===== config.mk =====
export PLATFORM = sky130hd
export DESIGN_NAME = reg_write_arbiter
export DESIGN_NICKNAME = d
export VERILOG_FILES = /design/src/rtl/reg_write_arbiter_pkg.sv /design/src/rtl/reg_write_arbiter_wb_slot.sv /design/src/rtl/reg_write_arbiter.sv
export SDC_FILE = /design/constraint.sdc
export NUM_CORES = 1
export LEC_CHECK = 0
export BUFFER_PORTS_ARGS = -buffer_cell sky130_fd_sc_hd__buf_2
export CORE_MARGIN = 8
export CORE_UTILIZATION = 45
export CTS_CLUSTER_DIAMETER = 40
export DETAILED_ROUTE_END_ITERATION = 12
export GPL_TIMING_DRIVEN = 0
export PLACE_DENSITY = 0.69
export REMOVE_ABC_BUFFERS = 1
export SYNTH_ARGS = -nofsm -noshare
export SYNTH_HDL_FRONTEND = slang
export SYNTH_HIERARCHICAL = 1
export SYNTH_SLANG_ARGS = --single-unit
export TNS_END_PERCENT = 5

===== constraint.sdc =====
create_clock -name CLK -period 5.8 [get_ports CLK]
set_input_delay 0.29 -clock CLK [delete_from_list [all_inputs] [get_ports CLK]]
set_output_delay 0.29 -clock CLK [all_outputs]
set_load 0.02 [all_outputs]

===== src/rtl/reg_write_arbiter_pkg.sv =====
// Shared writeback definitions: register file geometry and requester identifiers.
package reg_write_arbiter_pkg;

    localparam int unsigned REG_ADDR_W = 3;
    localparam int unsigned REG_DATA_W = 8;
    localparam int unsigned NUM_REGS   = 1 << REG_ADDR_W;

    // Requester IDs; also used as the grant select and the age pointer.
    typedef enum logic {
        REQ_ALU = 1'b0,
        REQ_MEM = 1'b1
    } req_id_e;

endpackage


===== src/rtl/reg_write_arbiter_wb_slot.sv =====
// One-entry writeback holding slot: full flag, captured addr/data and the READY equation.
module wb_slot
    import reg_write_arbiter_pkg::*;
#(
    parameter int unsigned ADDR_W = REG_ADDR_W,
    parameter int unsigned DATA_W = REG_DATA_W
) (
    input  logic              CLK,
    input  logic              RESET,
    input  logic              accept,
    input  logic              clear,
    input  logic [ADDR_W-1:0] req_addr,
    input  logic [DATA_W-1:0] req_data,
    output logic              ready,
    output logic              full,
    output logic [ADDR_W-1:0] addr,
    output logic [DATA_W-1:0] data
);

    logic              full_q;
    logic [ADDR_W-1:0] addr_q;
    logic [DATA_W-1:0] data_q;

    // Slot may take a new entry when empty or when its current entry leaves this edge.
    always_comb begin
        ready = !RESET && (!full_q || clear);
    end

    // Capture on accept (a same-edge refill wins over the clear); otherwise drop on grant.
    always_ff @(posedge CLK or posedge RESET) begin
        if (RESET) begin
            full_q <= 1'b0;
            addr_q <= '0;
            data_q <= '0;
        end else if (accept) begin
            full_q <= 1'b1;
            addr_q <= req_addr;
            data_q <= req_data;
        end else if (clear) begin
            full_q <= 1'b0;
        end
    end

    assign full = full_q;
    assign addr = addr_q;
    assign data = data_q;

endmodule


===== src/rtl/reg_write_arbiter.sv =====
// Two-requester writeback arbiter for the register file's single write port.
// Oldest-first issue, one write per cycle, registered write outputs and a pending scoreboard.
module reg_write_arbiter
    import reg_write_arbiter_pkg::*;
#(
    parameter int unsigned ADDR_W = REG_ADDR_W,
    parameter int unsigned DATA_W = REG_DATA_W,
    parameter int unsigned NREG   = NUM_REGS
) (
    input  logic              CLK,
    input  logic              RESET,
    input  logic              REQ0_VALID,
    input  logic [ADDR_W-1:0] REQ0_ADDR,
    input  logic [DATA_W-1:0] REQ0_DATA,
    output logic              REQ0_READY,
    input  logic              REQ1_VALID,
    input  logic [ADDR_W-1:0] REQ1_ADDR,
    input  logic [DATA_W-1:0] REQ1_DATA,
    output logic              REQ1_READY,
    output logic              WRITE,
    output logic [ADDR_W-1:0] INADDRESS,
    output logic [DATA_W-1:0] IN,
    output logic [NREG-1:0]   PENDING
);

    logic              full0, full1;
    logic [ADDR_W-1:0] addr0, addr1;
    logic [DATA_W-1:0] data0, data1;
    logic              acc0, acc1;
    logic              clear0, clear1;
    logic              gnt_valid;
    req_id_e           gnt_sel;
    logic              stay0, stay1;

    req_id_e           older_q;
    logic              write_q;
    logic [ADDR_W-1:0] inaddress_q;
    logic [DATA_W-1:0] in_q;

    wb_slot #(
        .ADDR_W (ADDR_W),
        .DATA_W (DATA_W)
    ) u_slot0 (
        .CLK      (CLK),
        .RESET    (RESET),
        .accept   (acc0),
        .clear    (clear0),
        .req_addr (REQ0_ADDR),
        .req_data (REQ0_DATA),
        .ready    (REQ0_READY),
        .full     (full0),
        .addr     (addr0),
        .data     (data0)
    );

    wb_slot #(
        .ADDR_W (ADDR_W),
        .DATA_W (DATA_W)
    ) u_slot1 (
        .CLK      (CLK),
        .RESET    (RESET),
        .accept   (acc1),
        .clear    (clear1),
        .req_addr (REQ1_ADDR),
        .req_data (REQ1_DATA),
        .ready    (REQ1_READY),
        .full     (full1),
        .addr     (addr1),
        .data     (data1)
    );

    assign acc0 = REQ0_VALID && REQ0_READY;
    assign acc1 = REQ1_VALID && REQ1_READY;

    // Grant from registered state only: the sole full slot, else the older one.
    always_comb begin
        gnt_valid = full0 || full1;
        if (full0 && full1) begin
            gnt_sel = older_q;
        end else if (full1) begin
            gnt_sel = REQ_MEM;
        end else begin
            gnt_sel = REQ_ALU;
        end
        clear0 = gnt_valid && (gnt_sel == REQ_ALU);
        clear1 = gnt_valid && (gnt_sel == REQ_MEM);
        stay0  = full0 && !clear0;
        stay1  = full1 && !clear1;
    end

    // Issue the granted entry and track which occupied slot arrived first.
    always_ff @(posedge CLK or posedge RESET) begin
        if (RESET) begin
            write_q     <= 1'b0;
            inaddress_q <= '0;
            in_q        <= '0;
            older_q     <= REQ_ALU;
        end else begin
            write_q <= gnt_valid;
            if (gnt_valid) begin
                inaddress_q <= (gnt_sel == REQ_MEM) ? addr1 : addr0;
                in_q        <= (gnt_sel == REQ_MEM) ? data1 : data0;
            end
            if (acc0 && acc1) begin
                older_q <= REQ_ALU;
            end else if (acc0 && stay1) begin
                older_q <= REQ_MEM;
            end else if (acc1 && stay0) begin
                older_q <= REQ_ALU;
            end
        end
    end

    // Scoreboard of destinations held in a slot or currently on the write port.
    always_comb begin
        PENDING = '0;
        if (full0) begin
            PENDING[addr0] = 1'b1;
        end
        if (full1) begin
            PENDING[addr1] = 1'b1;
        end
        if (write_q) begin
            PENDING[inaddress_q] = 1'b1;
        end
    end

    assign WRITE     = write_q;
    assign INADDRESS = inaddress_q;
    assign IN        = in_q;

endmodule


== After elaboration in Yosys (flattened, before gate mapping) ==
Index checks and enable logic that the tools add are counted.
Word-level totals
  bits in latches: 0
  input port bits: 26
  register bits after elaboration: 37
  word-level logic and storage cells: 65
  bits in writable memories: 0
  memories kept: 0
  ROM bits: 0
Operators by class
  equality and inequality tests: 0
  bitwise gates (word level): 3
  multiplexer cells: 20
  div/mod/pow operators: 0
  reduce and logical (&&, ||, !) cells: 26
  $add $sub $neg: 0
  shift operators: 0
  multipliers: 0
  magnitude comparators: 6
Operator list (count)
  two-way mux 8 bit: 4
  bitwise OR 8 bit: 2
  logical AND 1 bit: 15
  < comparator 3 x 4 -> 1 bit, second input constant: 3
  two-way mux 1 bit: 12
  demux 1 bit (select 3 bit): 3
  >= comparator 3 x 1 -> 1 bit, second input constant: 3
  logical NOT 1 bit: 5
  nonzero test 2 bit: 2
  logical OR 1 bit: 3
  two-way mux 3 bit: 1
  nonzero test 3 bit: 1
  inverter 1 bit: 1

== Depth between registers and ports, before layout ==
  word-level depth: 10
  depth in mapped cells: 9
  gate-level depth less buffers: 7

== Hierarchy ==
The synthesis kept the hierarchy.
Modules (own cells, without submodules)
  wb_slot: instances 2, area an instance 490.5 um^2, cells an instance 28
  reg_write_arbiter: instances 1, area an instance 949.7 um^2, cells an instance 105

== Least setup slack after synthesis ==
Ideal clock, no wire load.
  path type: reg2reg
  start: reg u_slot0.full_q (netlist: u_slot0/full)
  end: reg u_slot0.addr_q[0] (netlist: u_slot0/addr[0])
  clock period less this slack: 2.199 ns
  arrival: 2.073 ns
  cell stages (with the launch flop): 9
  setup time: 0.125 ns
  setup slack: 3.601 ns
  required time: 5.675 ns
  cell sequence: dfrtp_1 > buf_6 > buf_6 > a21boi_0 > inv_1 > a21oi_1 > and2_1 > buf_6 > mux2_4
On the way
  cells in the longest elaborated chain, start to end: 7
RTL lines
  start: declaration: line reg_write_arbiter_wb_slot.sv:20  | logic full_q;
  start signal: assignment: line reg_write_arbiter_wb_slot.sv:32  | full_q <= 1'b0;
  start signal: assignment: line reg_write_arbiter_wb_slot.sv:36  | full_q <= 1'b1;
  start signal: assignment: line reg_write_arbiter_wb_slot.sv:40  | full_q <= 1'b0;
  logical AND 1 bit: line reg_write_arbiter.sv:78  | if (full0 && full1) begin
  two-way mux 1 bit: line reg_write_arbiter.sv:78
  inverter 1 bit: line reg_write_arbiter.sv:85  | clear0 = gnt_valid && (gnt_sel == REQ_ALU);
  logical AND 1 bit (*): line reg_write_arbiter.sv:85
  via clear0: line reg_write_arbiter.sv:30  | logic clear0, clear1;
  logical OR 1 bit (*): line reg_write_arbiter_wb_slot.sv:26  | ready = !RESET && (!full_q || clear);
  logical AND 1 bit (*): line reg_write_arbiter_wb_slot.sv:26
  via REQ0_READY: line reg_write_arbiter.sv:15  | output logic REQ0_READY,
  logical AND 1 bit (*): line reg_write_arbiter.sv:72  | assign acc0 = REQ0_VALID && REQ0_READY;
  via acc0: line reg_write_arbiter.sv:29  | logic acc0, acc1;
  end signal: assignment: line reg_write_arbiter_wb_slot.sv:37  | addr_q <= req_addr;
  end: declaration: line reg_write_arbiter_wb_slot.sv:21  | logic [ADDR_W-1:0] addr_q;
The timed path passes the listed nets; every way through them passes the cells marked *.
A chain may end at the register's enable or synchronous reset.

== Worst setup path after layout ==
  start: reg u_slot0.full_q (netlist: u_slot0/full)
  end: reg u_slot1.addr_q[2] (netlist: u_slot1/addr[2])
On the way
  cells in the longest elaborated chain, start to end: 6
RTL lines
  logical AND 1 bit: line reg_write_arbiter.sv:78
  two-way mux 1 bit: line reg_write_arbiter.sv:78
  logical AND 1 bit (*): line reg_write_arbiter.sv:86  | clear1 = gnt_valid && (gnt_sel == REQ_MEM);
  via clear1: line reg_write_arbiter.sv:30
  logical OR 1 bit (*): line reg_write_arbiter_wb_slot.sv:26
  logical AND 1 bit (*): line reg_write_arbiter_wb_slot.sv:26
  logical AND 1 bit (*): line reg_write_arbiter.sv:73  | assign acc1 = REQ1_VALID && REQ1_READY;
  via acc1: line reg_write_arbiter.sv:29
  end signal: assignment: line reg_write_arbiter_wb_slot.sv:37
  end: declaration: line reg_write_arbiter_wb_slot.sv:21
Marked as above.

==> results.yml <==
run_status:
  status: "finished clean"
route:
  dr.pass1.iters: 4
  routed_wl_um: 4410
  routedWlPerCell_um: 17.0
  drt_iter0_drc: 83
  dr_total_vias: 1407
  drt.antenna.violating_nets: 0
  avgViaCountPerCell: 5.43
  drc: 0
sta:
  slew_headroom_pct: 33.9
  fmax_mhz: 293
  clock_skew_ns: 0.00676
  hold_ws_ns: 0.0424
  finalHoldViolations: 0
  final_max_slew_viol_count: 0
  post-route-period-util_pct: 58.8
  rsz0062_at_grt: "no"
  worstMarginPinSlew_ns: 0.992
  finalSetupViolCount: 0
  tns_ns: 0
  fin_crit_ns: 3.41
clock_network:
  cts_tree: "yes"
  clock_path_buffers: 2
  clockRootBuffer: "clkbuf_8"
  clkSlewWorstSetupHoldPaths_ns: 0.07
  clock_latency_ns: 0.29
  cts_resized: 0
  postCtsSetupBuffers: 0
  cts_hold_buf: 0
  numCtsBuffers: 5
  htreeDepth: 2
  cts_sinks: 37
setup_path:
  ff2ff_setup_slack_ns: 2.39
  path_max_fanout: 33
  reg2reg_from: "u_slot0/full"
  crit_type: "register to register"
  end_kind: "register"
  cp-start-kind: "register"
  arrival_ns: 3.59
  ff2ff_path_depth: 7
  rr_endpoint: "u_slot1/addr[2]"
  required_ns: 5.98
cells_and_area:
  diodes: 0
  nets: 232
  fin_area_mm2: 0.00225
  final_cell_mix: "47 x buf_2, 37 x dfrtp_1, 18 x nor2b_1, 18 x mux2_4, 14 x nand3_1"
  drive_gt1_share_pct: 44.0
  area_growth_pct: 16.8
  final_common_cell: "buf_2"
die:
  core_mm2: 0.00423
  core.rowCount: 24
  initial_utilization_pct: 45.6
  io_pins: 48
  dieWidth_um: 81.5
  die_y_um: 81.5
  die-area_mm2: 0.00664
logic_synthesis:
  ys_ff_latch: 37
  ys_types: 28
  ys_warn_count: 6
  seq_area_frac_synth_pct: 48.0
  syn_inst: 161
  synth_area_mm2: 0.00193
  synth.avg_cell_area_um2: 12.0
global_routing:
  antenna_found_initial: 0
  grt_max_degree: 34
  overflow: 0
  grt_pass1_vias: 1553
  grt_pass1_wl_um: 7420
  grt_use_total_pct: 14.4
job:
  maxCapViolations: 0
pwr:
  p_per_area_mw_per_mm2: 626
  ir_drop_uv: 291
  p_leak_nw: 1.10
placement:
  hpwl_um: 2990
  placed_area_mm2: 0.00215
  port-buffer-count: 47
  routabilityCongestion: 0.775
hold_path:
  worstHoldPathType: "input pin to async pin"
==> layer usage <==
| metal | routed length, um | share of wire (%) | vias to the layer above | GRT usage [%] |
|---|---|---|---|---|
| li1 | - | - | 677 | - |
| met3 | 347 | 7.9 | 6 | 5.69 |
| met1 | 2020 | 46 | 681 | 18.6 |
| met4 | 48 | 1.1 | 0 | 4.29 |
| met2 | 2000 | 45 | 43 | 21.9 |
| met5 | 0 | 0 | - | 0 |
==> Yosys cell counts, drive strengths merged <==
cell / instances / area share [%]
a22oi: 2 / 0.78
nand2: 10 / 1.9
a21boi: 1 / 0.39
or2: 1 / 0.32
a21o: 2 / 0.91
and2b: 1 / 0.39
a211o: 10 / 4.5
o221a: 11 / 6.4
nand2b: 1 / 0.32
dfrtp: 37 / 48
a21oi: 2 / 0.52
nor2: 4 / 0.78
o22ai: 1 / 0.32
nand3: 14 / 3.6
a31oi: 1 / 0.32
clkbuf: 1 / 0.19
inv: 6 / 1.2
nor2b: 18 / 5.8
nand4: 3 / 0.97
and2: 2 / 0.65
a32oi: 2 / 0.91
buf: 8 / 3.8
mux2: 22 / 16
o21bai: 1 / 0.58
==> state kept, by name (all words and copies together), names as in the netlist <==
register      cells
u_slot0/addr      3
older_q           1
IN                8
u_slot1/full      1
u_slot1/addr      3
u_slot0/data      8
u_slot0/full      1
u_slot1/data      8
WRITE             1
INADDRESS         3
==> metrics by stage <==
| step | setup slack [ns] | total power, mW | std cells | utilization, % |
|---|---|---|---|---|
| 6_report | 2.39 | 1.41 | 259 | 53.3 |
| 5_1_grt | 1.99 | 1.52 | 259 | 53.3 |
| 4_1_cts | 2.36 | 1.42 | 259 | 53.3 |
| 3_5_place_dp | 2.40 | 1.22 | 251 | 50.9 |
| 3_3_place_gp | 2.40 | 1.21 | 251 | 50.9 |
| 2_1_floorplan | 2.91 | 1.02 | 152 | - |
==> worst max-delay path, cell delays in order, from the launching register on <==
cell and delay (ns):
dfrtp_1 0.75, nand2b_1 0.61, nand2_1 0.44, inv_1 0.14, inv_1 0.06, a21oi_1 0.19
and2_1 0.70, mux2_2 0.41
==> worst max-delay path by stage <==
stage / start / to / cells after the start
2_1_floorplan: u_slot0/full / u_slot1/addr[2] / 7
3_3_place_gp: u_slot0/full / u_slot1/addr[2] / 7
3_5_place_dp: u_slot0/full / u_slot1/addr[2] / 7
4_1_cts: u_slot0/full / u_slot1/addr[2] / 7
5_1_grt: u_slot0/full / u_slot1/data[7] / 7
6_report: u_slot0/full / u_slot1/addr[2] / 7
==> final cells by class <==
type | count | area, um2
repair buffers | 47 | 235
inverters | 6 | 22.5
clock inverters | 1 | 5.00
clock buffers | 7 | 96.3
multi-input cells | 109 | 905
well taps | 52 | 65.1
flip-flops and latches | 37 | 926
fillers | 381 | 1980
==> logic make-up after synthesis <==
family	share of synthesized area, %
flip-flops	48.0
multiplexers	16.3
AND/OR/NAND/NOR	14.8
AO/OA/AOI/OAI	15.7
buffers and inverters	5.18
==> power breakdown <==
group / leakage, nW / switching (mW) / internal (mW)
clock: 0.0542 / 0.0896 / 0.107
combinational: 0.613 / 0.304 / 0.343
sequential: 0.430 / 0.181 / 0.387
Note: power is estimated with default switching activity, not from simulation.
